--- src/rtl/mem_pkg.sv ---
// Shared types and helpers for the data-memory load/store path.
// Size codes, FSM states, lane-enable and alignment rules.
package mem_pkg;

   typedef enum logic [1:0] {
      SZ_BYTE = 2'b00,
      SZ_HALF = 2'b01,
      SZ_WORD = 2'b10
   } size_e;

   typedef enum logic [1:0] {
      ST_IDLE,
      ST_ACCESS,
      ST_RDATA,
      ST_RESP
   } state_e;

   function automatic logic [3:0] byteenable_for(input logic [1:0] size, input logic [1:0] off);
      case (size)
         SZ_BYTE: byteenable_for = 4'b0001 << off;
         SZ_HALF: byteenable_for = 4'b0011 << off;
         default: byteenable_for = 4'b1111;
      endcase
   endfunction

   // The reserved size code never reaches the bus.
   function automatic logic is_misaligned(input logic [1:0] size, input logic [1:0] off);
      case (size)
         SZ_BYTE: is_misaligned = 1'b0;
         SZ_HALF: is_misaligned = off[0];
         SZ_WORD: is_misaligned = (off != 2'b00);
         default: is_misaligned = 1'b1;
      endcase
   endfunction

endpackage

--- src/rtl/mem_load_extend.sv ---
// Combinational load-data extraction: select the addressed lanes of a
// little-endian bus word and sign- or zero-extend them to 32 bits.
module mem_load_extend
   import mem_pkg::*;
(
   input  logic [31:0] readdata_i,
   input  logic [1:0]  off_i,
   input  logic [1:0]  size_i,
   input  logic        unsigned_i,
   output logic [31:0] result_o
);

   logic [31:0] shifted;
   logic        sign_b;
   logic        sign_h;

   always_comb begin
      shifted = readdata_i >> {off_i, 3'b000};
      sign_b  = ~unsigned_i & shifted[7];
      sign_h  = ~unsigned_i & shifted[15];
      case (size_i)
         SZ_BYTE: result_o = {{24{sign_b}}, shifted[7:0]};
         SZ_HALF: result_o = {{16{sign_h}}, shifted[15:0]};
         default: result_o = shifted;
      endcase
   end

endmodule

--- src/rtl/mem_access_unit.sv ---
// Load/store unit between the MEM stage and the data RAM: one request at a
// time, turned into a single word-aligned bus access with byte enables.
module mem_access_unit
   import mem_pkg::*;
#(
   parameter int TIMEOUT_CYCLES = 256
) (
   input  logic        clk,
   input  logic        rst_n,
   input  logic        req_valid,
   output logic        req_ready,
   input  logic        req_write,
   input  logic [1:0]  req_size,
   input  logic        req_unsigned,
   input  logic [31:0] req_addr,
   input  logic [31:0] req_wdata,
   output logic        resp_valid,
   output logic [31:0] resp_rdata,
   output logic        resp_err,
   output logic [31:0] mem_address,
   output logic        mem_read,
   output logic        mem_write,
   output logic [3:0]  mem_byteenable,
   output logic [31:0] mem_writedata,
   input  logic [31:0] mem_readdata,
   input  logic        mem_waitrequest
);

   localparam int CNT_W = $clog2(TIMEOUT_CYCLES);
   localparam logic [CNT_W-1:0] CNT_LAST = CNT_W'(TIMEOUT_CYCLES - 1);

   state_e           state_q;
   logic             write_q;
   logic             unsigned_q;
   logic [1:0]       size_q;
   logic [1:0]       off_q;
   logic [CNT_W-1:0] wait_cnt_q;
   logic             req_ready_q;
   logic             resp_valid_q;
   logic             resp_err_q;
   logic [31:0]      resp_rdata_q;
   logic [31:0]      mem_address_q;
   logic             mem_read_q;
   logic             mem_write_q;
   logic [3:0]       mem_byteenable_q;
   logic [31:0]      mem_writedata_q;

   logic [3:0]       byteenable_d;
   logic [31:0]      writedata_d;
   logic             misaligned_d;
   logic [31:0]      load_data_d;

   always_comb begin
      byteenable_d = byteenable_for(req_size, req_addr[1:0]);
      misaligned_d = is_misaligned(req_size, req_addr[1:0]);
      case (req_size)
         SZ_BYTE: writedata_d = {4{req_wdata[7:0]}};
         SZ_HALF: writedata_d = {2{req_wdata[15:0]}};
         default: writedata_d = req_wdata;
      endcase
   end

   mem_load_extend u_extend (
      .readdata_i (mem_readdata),
      .off_i      (off_q),
      .size_i     (size_q),
      .unsigned_i (unsigned_q),
      .result_o   (load_data_d)
   );

   always_ff @(posedge clk or negedge rst_n) begin
      if (!rst_n) begin
         state_q          <= ST_IDLE;
         write_q          <= 1'b0;
         unsigned_q       <= 1'b0;
         size_q           <= 2'b00;
         off_q            <= 2'b00;
         wait_cnt_q       <= '0;
         req_ready_q      <= 1'b1;
         resp_valid_q     <= 1'b0;
         resp_err_q       <= 1'b0;
         resp_rdata_q     <= 32'd0;
         mem_address_q    <= 32'd0;
         mem_read_q       <= 1'b0;
         mem_write_q      <= 1'b0;
         mem_byteenable_q <= 4'd0;
         mem_writedata_q  <= 32'd0;
      end else begin
         case (state_q)
            ST_IDLE: begin
               if (req_valid) begin
                  write_q          <= req_write;
                  unsigned_q       <= req_unsigned;
                  size_q           <= req_size;
                  off_q            <= req_addr[1:0];
                  wait_cnt_q       <= '0;
                  req_ready_q      <= 1'b0;
                  mem_address_q    <= {req_addr[31:2], 2'b00};
                  mem_byteenable_q <= byteenable_d;
                  mem_writedata_q  <= writedata_d;
                  if (misaligned_d) begin
                     state_q      <= ST_RESP;
                     resp_valid_q <= 1'b1;
                     resp_err_q   <= 1'b1;
                  end else begin
                     state_q     <= ST_ACCESS;
                     mem_read_q  <= ~req_write;
                     mem_write_q <= req_write;
                  end
               end
            end
            ST_ACCESS: begin
               if (!mem_waitrequest) begin
                  mem_read_q  <= 1'b0;
                  mem_write_q <= 1'b0;
                  if (write_q) begin
                     state_q      <= ST_RESP;
                     resp_valid_q <= 1'b1;
                  end else begin
                     state_q <= ST_RDATA;
                  end
               end else if (wait_cnt_q == CNT_LAST) begin
                  // Bus never accepted: abandon the access and report it.
                  mem_read_q   <= 1'b0;
                  mem_write_q  <= 1'b0;
                  state_q      <= ST_RESP;
                  resp_valid_q <= 1'b1;
                  resp_err_q   <= 1'b1;
               end else begin
                  wait_cnt_q <= wait_cnt_q + 1'b1;
               end
            end
            ST_RDATA: begin
               resp_rdata_q <= load_data_d;
               resp_valid_q <= 1'b1;
               state_q      <= ST_RESP;
            end
            ST_RESP: begin
               resp_valid_q <= 1'b0;
               resp_err_q   <= 1'b0;
               resp_rdata_q <= 32'd0;
               req_ready_q  <= 1'b1;
               state_q      <= ST_IDLE;
            end
            default: state_q <= ST_IDLE;
         endcase
      end
   end

   assign req_ready      = req_ready_q;
   assign resp_valid     = resp_valid_q;
   assign resp_err       = resp_err_q;
   assign resp_rdata     = resp_rdata_q;
   assign mem_address    = mem_address_q;
   assign mem_read       = mem_read_q;
   assign mem_write      = mem_write_q;
   assign mem_byteenable = mem_byteenable_q;
   assign mem_writedata  = mem_writedata_q;

endmodule

--- config.mk ---
export PLATFORM = sky130hd
export DESIGN_NAME = mem_access_unit
export DESIGN_NICKNAME = d
export VERILOG_FILES = /design/src/rtl/mem_pkg.sv /design/src/rtl/mem_load_extend.sv /design/src/rtl/mem_access_unit.sv
export SDC_FILE = /design/constraint.sdc
export NUM_CORES = 1
export LEC_CHECK = 0
export ABC_AREA = 1
export ABC_CLOCK_PERIOD_IN_PS = 5000
export CORE_MARGIN = 10
export CORE_UTILIZATION = 49
export CTS_CLUSTER_SIZE = 40
export DETAILED_ROUTE_END_ITERATION = 6
export PLACE_DENSITY_LB_ADDON = 0.12
export SKIP_LAST_GASP = 1
export SLEW_MARGIN = 40
export SYNTH_ARGS = -nofsm -noshare
export SYNTH_HDL_FRONTEND = slang
export SYNTH_HIERARCHICAL = 1
export SYNTH_SLANG_ARGS = --single-unit
--- constraint.sdc ---
create_clock -name clk -period 5 [get_ports clk]
set_clock_uncertainty 0.2 [all_clocks]
set_input_delay 0.5 -clock clk [delete_from_list [all_inputs] [get_ports clk]]
set_output_delay 0.5 -clock clk [all_outputs]
set_load 0.01 [all_outputs]
==> impl_metrics.tcl <==
set metrics [dict create \
    netlist_instances 781 \
    worst_slack_ns 2.36 \
    reg2reg_to "resp_rdata[18]$_DFFE_PN0P_" \
    ys_seq_area_share_pct 49.3 \
    path_delay_family "simple AND/OR/NAND/NOR gates" \
    endpoint_kind "flop" \
    startpoint_type "input pin" \
    r2r-start "off_q[0]$_DFFE_PN0P_" \
    comb_power_share_pct 47.0 \
    reg2reg_setup_slack_ns 2.55 \
    use_met1_pct 25.8 \
    ir_drop_mv 0.315 \
    crit_arrival_ns 2.74 \
    status "finished clean" \
    wl_mm 18.5 \
    critPathBufInv 1 \
    placement.io_buffers 206 \
    die_h_um 131 \
    drt-pass1-iter-count 7 \
    antenna_found_initial 1 \
    cts_tree "done" \
    cts_max_level 4 \
    grt.total_usage_pct 21.8 \
    nNetsFinal 1077 \
    grt_use_met2_pct 33.0 \
    cts_resized 0 \
    fin_crit_sh_pct 52.8 \
    yosysUniqueCellTypes 38 \
    grt_max_degree 81 \
    io_pins 209 \
    dieWidth_um 131 \
    cp.depth 7 \
    grt_pass1_wl_mm 29.1 \
    drive_gt1_share_pct 7.35 \
    vias_per_cell 5.02 \
    coreArea_sq_um 12100 \
    required_ns 5.10 \
    ys.flop_type "dfrtp_1" \
    synth_top_cells_by_area "dfrtp_1 (49%), nand2_1 (21%), nand3_1 (5.3%), a21oi_1 (4.2%), nand3_2 (2.7%)" \
    tns_ns 0 \
    cpMostUsedCell "nand2_1" \
    leakage_nw 4.23 \
    post-cts-setup-buffers 0 \
    rows 40 \
    synth_top_area_share_pct 48.9 \
    sw_frac_of_total_pct 38.7 \
    clk_latency_ns 0.41 \
    synth_seq_cells 119 \
    synthesis.area_sq_um 6040 \
    clock-sinks 119 \
    seq_power_share_pct 30.8 \
    finalCoreUtilization_pct 71.9 \
    gp_congestion 0.904 \
    slew_headroom_pct 46.7 \
    area_delta_synth_final_pct 43.6 \
    final_hold_viol_count 0 \
    critPathKind "in -> reg" \
    setup.worst_path.start "req_size[1]" \
    maxCapViolCount 0 \
    yosys_warnings 6 \
    wl_per_cell_um 16.1 \
    met3_usage_pct 11.3 \
    synth-edff-count 0 \
    hold_buffers 1 \
    syn_area_per_cell_sq_um 7.73 \
    min_period_ns 2.64 \
    power.density_nw_per_um2 628 \
    setup_violations 0 \
    fill_cells 998 \
    internal-power_mw 3.34 \
    top_usage_layer "met2" \
    fmax_mhz 379 \
    cp_cell_sequence "clkdlybuf4s50_1 > nor2_1 > nand2_1 > nand3_1 > nand2_1 > o21ai_0 > nand2_1" \
    clkTransAtPathRegs_ns 0.05 \
    drc 0 \
    total_power_mw 5.44 \
    clock-root-buffer "clkbuf_16" \
    grt_pass1_vias 5621 \
    endpoint "resp_valid$_DFFE_PN0P_" \
    maxSlewViolCount 0 \
    place_ws_ns 1.91 \
    via_count 5765 \
    num_antenna_cells 0 \
    hpwl_mm 13.2 \
    switchingPower_mw 2.10 \
    drt_first_iter_violations 441 \
    synth_async_sr_flop_share_pct 100 \
    dieArea_sq_um 17200 \
    yosys-top-cells-count "nand2_1 (340), dfrtp_1 (118), nand3_1 (64), a21oi_1 (51), inv_1 (31)" \
    tightest_slew_ns 0.799 \
    start_util_pct 50.1 \
    critPathSlowestCell "clkdlybuf4s50_1" \
    overflow 0 \
    cts_buffer_depth 2 \
    ant_nets 0 \
    cp_slowest_stage_delay_ns 0.77 \
    p_clk_share_pct 22.2 \
    cts_buffers 17 \
    min_path_type "reg -> reg" \
    worstPathMaxFanout 19 \
    rsz0062_at_grt "no" \
    yosysMostFrequentCell "nand2_1" \
    reg2regPathDepth 8 \
    synth_area_leader_cell "dfrtp_1" \
]
[sequential cells by signal (all words and copies together) (netlist names)]
| signal | count |
|---|---|
| mem_writedata | 32 |
| resp_rdata | 32 |
| mem_address | 30 |
| wait_cnt_q | 8 |
| mem_byteenable | 4 |
| off_q | 2 |
| size_q | 2 |
| state_q | 2 |
| mem_read | 1 |
| mem_write | 1 |
| req_ready | 1 |
| resp_err | 1 |
| resp_valid | 1 |
| unsigned_q | 1 |
| write_q | 1 |
[stage by stage]
stage	cells	hold slack (ns)	instance area [sq um]
5_1_grt	1148	0.295	8670
6_report	1148	0.273	8670
4_1_cts	1148	0.278	8670
3_5_place_dp	1115	0.188	8070
2_1_floorplan	782	0.00441	6040
3_3_place_gp	1115	0.188	8070
[final cells by class]
type / count / area [sq um] / area share (%)
Clock buffer: 29 / 520 / 6.00
Clock inverter: 3 / 65.1 / 0.751
Sequential cell: 119 / 2980 / 34.4
Tap cell: 168 / 210 / 2.42
Timing Repair Buffer: 211 / 2100 / 24.2
Inverter: 35 / 134 / 1.54
Multi-Input combinational cell: 583 / 2660 / 30.7
[power by group through the flow]
stage | sequential, mW | combinational (mW) | clock (mW)
global placement | 1.67 | 2.55 | 0
finish | 1.68 | 2.56 | 1.21
CTS | 1.67 | 2.59 | 1.23
floorplan | 1.78 | 1.34 | 0
global route | 1.74 | 2.86 | 1.26
detailed placement | 1.67 | 2.58 | 0
[logic make-up after synthesis]
family	after synthesis	share of synthesized area, %
AOI/OAI and AO/OA	105	9.22
xor gates and xnor gates	1	0.145
adders and majority gates	6	1.24
buffers and inverters	80	6.69
DFF	119	49.3
other	1	0.0621
and+or+nand+nor	469	33.3
[worst min path at each step]
stage,cells after the start,from,to
2_1_floorplan,0,rst_n,mem_address[10]$_DFFE_PN0P_
3_3_place_gp,1,rst_n,resp_rdata[26]$_DFFE_PN0P_
3_5_place_dp,1,rst_n,resp_rdata[26]$_DFFE_PN0P_
4_1_cts,2,mem_address[8]$_DFFE_PN0P_,mem_address[8]$_DFFE_PN0P_
5_1_grt,2,mem_address[23]$_DFFE_PN0P_,mem_address[23]$_DFFE_PN0P_
6_report,2,mem_address[8]$_DFFE_PN0P_,mem_address[8]$_DFFE_PN0P_
[per-layer routing]
metal | vias up | share of wire, %
li1 | 2879 | -
met1 | 2643 | 40
met2 | 209 | 46
met3 | 32 | 13
met4 | 2 | 2.0
met5 | - | 0.087
[tightest hold or removal path, delay by kind of cell, from the launching register on]
kind	cells	cell delay [ns]
DFF	1	0.34
and+or+nand+nor	2	0.10
[cells in the final DEF, fill, tap and decap left out, types with 16 or more instances in the layout]
master	synthesis	routed
nand2_1	340	340
clkdlybuf4s50_1	0	205
dfrtp_1	118	116
nand3_1	64	64
a21oi_1	51	51
inv_1	31	29
nor2_1	29	29
o21ai_0	28	28
clkbuf_16	0	17
nand3_2	16	16
(Power assumes the default switching activity.)
